--- src/rtl/pc_predict_unit.sv ---
// Fetch-stage PC selection and next-PC prediction for a Y86 pipeline.
// Branches and calls predict taken; returns predict from a circular return-address stack.
module pc_predict_unit #(
    parameter int ADDR_W = 64,
    parameter int RAS_DEPTH = 4,
    parameter logic [ADDR_W-1:0] RESET_PC = '0
) (
    input  logic                             clk,
    input  logic                             rst,
    input  logic                             f_valid,
    input  logic [3:0]                       f_icode,
    input  logic [ADDR_W-1:0]                f_valC,
    input  logic [ADDR_W-1:0]                f_valP,
    input  logic                             stall,
    input  logic                             m_mispredict,
    input  logic [ADDR_W-1:0]                m_valA,
    input  logic                             w_ret,
    input  logic [ADDR_W-1:0]                w_valM,
    output logic [ADDR_W-1:0]                f_pc,
    output logic [ADDR_W-1:0]                pred_pc,
    output logic                             ras_hit,
    output logic [$clog2(RAS_DEPTH+1)-1:0]   ras_count
);

    localparam int CNT_W = $clog2(RAS_DEPTH + 1);
    localparam int PTR_W = (RAS_DEPTH > 1) ? $clog2(RAS_DEPTH) : 1;

    localparam logic [3:0] ICODE_JXX  = 4'h7;
    localparam logic [3:0] ICODE_CALL = 4'h8;
    localparam logic [3:0] ICODE_RET  = 4'h9;

    logic [ADDR_W-1:0] ras_mem [RAS_DEPTH];
    logic [PTR_W-1:0]  ras_ptr;
    logic [PTR_W-1:0]  ptr_inc;
    logic [PTR_W-1:0]  ptr_dec;
    logic [CNT_W-1:0]  ras_cnt;
    logic              ras_nonempty;
    logic              ras_full;
    logic [ADDR_W-1:0] ras_top;
    logic              is_call;
    logic              is_ret;
    logic              advance;
    logic              do_push;
    logic              do_pop;
    logic [ADDR_W-1:0] next_pred;

    // ras_ptr names the next slot to write; the top entry sits just below it.
    always_comb begin
        ptr_inc = (ras_ptr == PTR_W'(RAS_DEPTH - 1)) ? '0 : ras_ptr + PTR_W'(1);
        ptr_dec = (ras_ptr == '0) ? PTR_W'(RAS_DEPTH - 1) : ras_ptr - PTR_W'(1);
    end

    assign ras_top      = ras_mem[ptr_dec];
    assign ras_nonempty = (ras_cnt != '0);
    assign ras_full     = (ras_cnt == CNT_W'(RAS_DEPTH));

    assign is_call = f_valid && (f_icode == ICODE_CALL);
    assign is_ret  = f_valid && (f_icode == ICODE_RET);

    // Late-stage corrections must redirect fetch even while the front end stalls.
    assign advance = !stall || w_ret || m_mispredict;
    assign do_push = advance && is_call;
    assign do_pop  = advance && is_ret && ras_nonempty;

    always_comb begin
        f_pc = pred_pc;
        if (w_ret)
            f_pc = w_valM;
        else if (m_mispredict)
            f_pc = m_valA;
    end

    always_comb begin
        next_pred = f_valP;
        if ((f_icode == ICODE_JXX) || (f_icode == ICODE_CALL))
            next_pred = f_valC;
        else if ((f_icode == ICODE_RET) && ras_nonempty)
            next_pred = ras_top;
    end

    assign ras_hit   = is_ret && ras_nonempty;
    assign ras_count = ras_cnt;

    always_ff @(posedge clk or posedge rst) begin
        if (rst) begin
            pred_pc <= RESET_PC;
        end else if (advance) begin
            pred_pc <= f_valid ? next_pred : f_pc;
        end
    end

    // A push into a full stack overwrites the oldest entry and leaves the count saturated.
    always_ff @(posedge clk or posedge rst) begin
        if (rst) begin
            ras_ptr <= '0;
            ras_cnt <= '0;
        end else if (do_push) begin
            ras_ptr <= ptr_inc;
            if (!ras_full)
                ras_cnt <= ras_cnt + CNT_W'(1);
        end else if (do_pop) begin
            ras_ptr <= ptr_dec;
            ras_cnt <= ras_cnt - CNT_W'(1);
        end
    end

    always_ff @(posedge clk) begin
        if (!rst && do_push)
            ras_mem[ras_ptr] <= f_valP;
    end

endmodule

--- config.mk ---
export PLATFORM = sky130hd
export DESIGN_NAME = pc_predict_unit
export DESIGN_NICKNAME = d
export VERILOG_FILES = /design/src/rtl/pc_predict_unit.sv
export SDC_FILE = /design/constraint.sdc
export NUM_CORES = 1
export LEC_CHECK = 0
export ABC_AREA = 0
export CAP_MARGIN = 10
export CORE_ASPECT_RATIO = 0.75
export CORE_MARGIN = 3
export CORE_UTILIZATION = 54
export CTS_BUF_LIST = sky130_fd_sc_hd__clkbuf_16
export DETAILED_ROUTE_END_ITERATION = 10
export PLACE_DENSITY = 0.95
export SKIP_CTS_REPAIR_TIMING = 1
export SLEW_MARGIN = 15
export SYNTH_ARGS = -nofsm -noshare
export SYNTH_HDL_FRONTEND = slang
export SYNTH_SLANG_ARGS = --single-unit
--- constraint.sdc ---
create_clock -name clk -period 8.1 [get_ports clk]
set_input_delay 0.81 -clock clk [delete_from_list [all_inputs] [get_ports clk]]
set_output_delay 0.81 -clock clk [all_outputs]
set_load 0.02 [all_outputs]
### Word-level counts from Yosys, hierarchy flattened

Memory sizes are Yosys's and may differ from the RTL's.
Cells that the tools add are included.

| storage, ports and cells | value |
|---|---|
| output and inout port bits | 132 |
| RAM bits | 256 |
| memories kept | 1 |
| flip-flop bits (word level) | 69 |

Memory list:

| name | depth | width | rd ports | clocked after memory_dff | write ports | RTL line | text |
|---|---|---|---|---|---|---|---|
| ras_mem | 4 | 64 | 1 | 0 | 1 | 32 | `logic [ADDR_W-1:0] ras_mem [RAS_DEPTH];` |

| cells by class | value |
|---|---|
| mux-type cells | 14 |
| reduce and logical (&&, ||, !) cells | 17 |
| equality and inequality tests | 6 |
| $add $sub $neg | 4 |

Operator list:

| kind | number |
|---|---|
| $mux W64 | 5 |
| $mux W3 | 3 |
| $eq A4 B4 Y1 const B | 2 |
| $logic_and A1 B1 Y1 | 8 |
| $mux W2 | 4 |
| $eq A4 B3 Y1 const B | 1 |
| $add A3 B1 Y3 const B | 1 |
| $eq A3 B3 Y1 const B | 1 |
| $logic_or A1 B1 Y1 | 3 |
| $reduce_bool A3 Y1 | 1 |
| $sub A3 B1 Y3 const B | 1 |
| $add A2 B1 Y2 const B | 1 |
| $eq A2 B2 Y1 const B | 1 |
| $logic_not A1 Y1 | 2 |
| $logic_not A2 Y1 | 1 |
| $mux W1 | 2 |
| $ne A2 B2 Y1 const B | 1 |
| $reduce_and A2 Y1 | 1 |
| $reduce_bool A2 Y1 | 1 |
| $sub A2 B1 Y2 const B | 1 |

### Depth between registers and ports, before layout

| logic depth | value |
|---|---|
| depth after elaboration | 7 |
| mapped depth | 11 |
| mapped depth without buffers | 8 |

### Worst setup path after synthesis

Ideal clock, no wire load.

| timing | value |
|---|---|
| kind | input to register |
| start point | input port f_icode[0] |
| end point | memory ras_mem[0][0], enable pin |
| stages on the path | 5 |
| arrival | 3.423 ns |
| path buffers | 2 |
| setup slack | 4.248 ns |
| library setup time | 0.429 ns |
| path through | or4b_4 -> buf_6 -> buf_4 -> nor3_2 -> and2_1 |

| between the ends | value |
|---|---|
| word-level cells in the longest chain between the ends | 6 |

RTL lines:

| what | RTL line | text |
|---|---|---|
| start, declared | 11 | `input logic [3:0] f_icode,` |
| $eq A4 B4 Y1 | 57 | `assign is_call = f_valid && (f_icode == ICODE_CALL);` |
| $logic_and A1 B1 Y1 | 57 |  |
| $logic_and A1 B1 Y1 | 62 | `assign do_push = advance && is_call;` |
| $logic_and A1 B1 Y1 | 108 | `if (!rst && do_push)` |
| $mux W1 | 108 |  |
| $mux W1 (implied by the code) | 109 | `ras_mem[ras_ptr] <= f_valP;` |
| end, declared | 32 |  |

No other way between the ends.

### Worst setup path after layout

| timing | value |
|---|---|
| start point | input port m_mispredict |
| end point | output port f_pc[61] |

| between the ends | value |
|---|---|
| word-level cells in the longest chain between the ends | 2 |

RTL lines:

| what | RTL line | text |
|---|---|---|
| start, declared | 15 | `input logic m_mispredict,` |
| $mux W64 | 69 | `else if (m_mispredict)` |
| $mux W64 | 67 | `if (w_ret)` |
| end, declared | 19 | `output logic [ADDR_W-1:0] f_pc,` |

No other way between the ends.

==> results.toml <==
[detailed_routing]
vias = 13200
wl_per_cell_um = 24.09
drt_pass1_iterations = 8
drcViolationCount = 0
drt_iter0_drc = 1220
wirelength_um = 49660
viasPerCell = 6.400
antenna_left = 0

[floorplan]
ioPinCount = 398
core_mm2 = 0.02851
die_x_um = 204.1
dieHeight_um = 154.6
rows = 53
initial_core_util = 0.5573
die-area_mm2 = 0.03154

[final_layout]
final_util = 0.7369
multi_input_area_mm2 = 0.005821
fillers = 1834
final_layout_size_suffix_gt1_frac = 0.06758
mostFrequentLayoutCells = "394 x clkdlybuf4s50_1, 256 x edfxtp_1, 138 x nand2_1"
ff_latch_area_mm2 = 0.009418
fin_nets = 1917
layout_commonest_cell = "clkdlybuf4s50_1"
syn_to_final_growth_pct = 32.23

[place]
globalplace.congestion = 0.8491
port_buffers = 397
dp_hpwl_um = 30560

[logic_synthesis]
synth-seq-cells = 325
synth_cell_types = 49
synth_cells = 1321
synth_edf_count = 256
yosys_warnings = 0
synth_nets = 1592
ys_async_sr_fraction = 0.2123
syn_area_mm2 = 0.01589
syn_area_per_cell_um2 = 12.03
synth-seq-area-share = 0.5924
synth-main-ff-cell = "edfxtp_1"

[power]
leakage_nw = 7.515
irDropWorstVdd_mv = 0.2253
power_mw = 5.172
power_density_mw_per_mm2 = 246.1

[setup_path]
endpoint_kind = "output port"
rr_worst_depth = 5
crit_fanout = 36
start_kind = "input pin"
required_ns = 7.29
cp.depth = 6
cp_common_cell = "buf_4"
crit_path_max_incr_delay_ns = 0.65
critical_path.slowest_cell = "buf_4"
critPathArrivalTime_ns = 3.31
reg2reg_slack_ns = 4.54
crit_chain = "buf_4 > buf_4 > mux2_2 > mux2i_1 > inv_1 > clkdlybuf4s50_1"
crit_buf_inv = 4
critPathTopFamily = "buffers and inverters"
critPathKind = "input pin to output port"

[global_route]
overflow = 0
grt_pass1_vias = 13440
grt_use_total = 0.3016
antenna_found_initial = 6
grt_max_degree = 107
grt_pass1_wl_um = 75030

[timing]
slew_violations = 0
fin_crit_ns = 4.120
finalSetupViolCount = 0
finalCritPeriodShare = 0.5086
rsz0062_at_grt = "false"
max_freq_mhz = 242.7
hold_violations = 0
slew-limit-headroom = 0.2105
tightest_slew_ns = 1.184
timing.setup.tns_ns = 0
clock_skew_ns = 0.01641

[clocking]
path_clk_slew_ns = 0.06
cts_sinks = 325
cts_buffers = 34
clock_path_buffers = 3
cts_root_buf = "clkbuf_16"
insertion_delay_ns = 0.50
h-tree-depth = 2
cts_tree = "built"

[hold_path]
min-delay-path-class = "input pin to asynchronous set/reset pin"

[run]
drv_cap = 0

[status]
status = "finished clean"
[power by group]
group | total (mW) | internal, mW | switching (mW)
Combinational | 1.73 | 0.673 | 1.06
Clock | 1.47 | 0.853 | 0.614
Sequential | 1.97 | 1.87 | 0.105
Total | 5.17 | 3.39 | 1.78
[metal layers]
| layer | up-vias | routed length [µm] | track usage |
|---|---|---|---|
| met2 | 773 | 24450 | 0.5025 |
| met4 | 2 | 1537 | 0.1153 |
| li1 | 5796 | - | - |
| met3 | 135 | 4451 | 0.06291 |
| met5 | - | 13 | 0 |
| met1 | 6491 | 19220 | 0.3920 |
[cells by family (layout without fill, tap and decap cells)]
group / after synthesis / in the layout / synth area share
AOI/OAI and AO/OA: 451 / 451 / 0.1974
DFF: 325 / 325 / 0.5924
and+or+nand+nor: 284 / 284 / 0.09646
buffers and inverters: 157 / 508 / 0.04472
muxes: 94 / 94 / 0.06228
adders and majority gates: 5 / 5 / 0.003937
xor gates and xnor gates: 5 / 5 / 0.002756
other: 0 / 5 / 0
[synthesized netlist by cell type, drive strengths merged (2+ instances only)]
library cell	n	area, µm²
a211oi	91	683.2
a21boi	35	262.8
a21oi	31	155.2
a221o	28	280.3
a311o	35	350.3
a31oi	70	437.9
and2	33	209.0
and3b	28	245.2
buf	39	266.5
clkbuf	84	316.6
dfrtp	69	1727
edfxtp	256	7687
ha	5	62.56
inv	33	123.9
mux2	29	326.6
mux2i	64	640.6
nand2	139	521.8
nand3	2	22.52
nor2	3	11.26
nor2b	64	400.4
nor3	2	15.01
nor3b	2	15.01
o21ai	66	330.3
o22ai	64	400.4
o31ai	28	210.2
or2	2	12.51
or4b	2	23.77
xnor2	4	35.03
[final cells by class]
type	count	area share
antenna	5	0.0005955
clock buffer	37	0.04407
clock inverter	25	0.006431
inverter	34	0.006134
multi-input combinational	839	0.2770
sequential	325	0.4482
tap	385	0.02293
timing repair buffer	412	0.1946
[per-stage QoR]
stage          hold slack [ns]  setup slack [ns]  area, µm²  instances
6_report                0.5281             3.980      21010       2062
2_1_floorplan           0.4984             4.248      15890       1321
5_1_grt                 0.5228             3.875      21010       2062
3_5_place_dp            0.5796             3.981      19920       1994
4_1_cts                 0.5125             4.001      20980       2056
3_3_place_gp            0.5317             4.080      19920       1994
[worst paths after layout]
path	startpoint	endpoint
worst min-delay path	rst	ras_ptr[0]$_DFFE_PP0P_
max in group asynchronous	rst	pred_pc[53]$_DFFE_PP0P_
worst min register to register	ras_ptr[1]$_DFFE_PP0P_	ras_ptr[1]$_DFFE_PP0P_
min in group clk	ras_ptr[1]$_DFFE_PP0P_	ras_ptr[1]$_DFFE_PP0P_
worst max register to register	ras_ptr[0]$_DFFE_PP0P_	pred_pc[17]$_DFFE_PP0P_
worst max-delay path	m_mispredict	f_pc[61]
[flip-flops by register name (all words and copies together), names as in the netlist]
signal,count
pred_pc,64
ras_ptr,2
ras_mem,256
ras_count,3
Power figures use the tool's default switching activity.
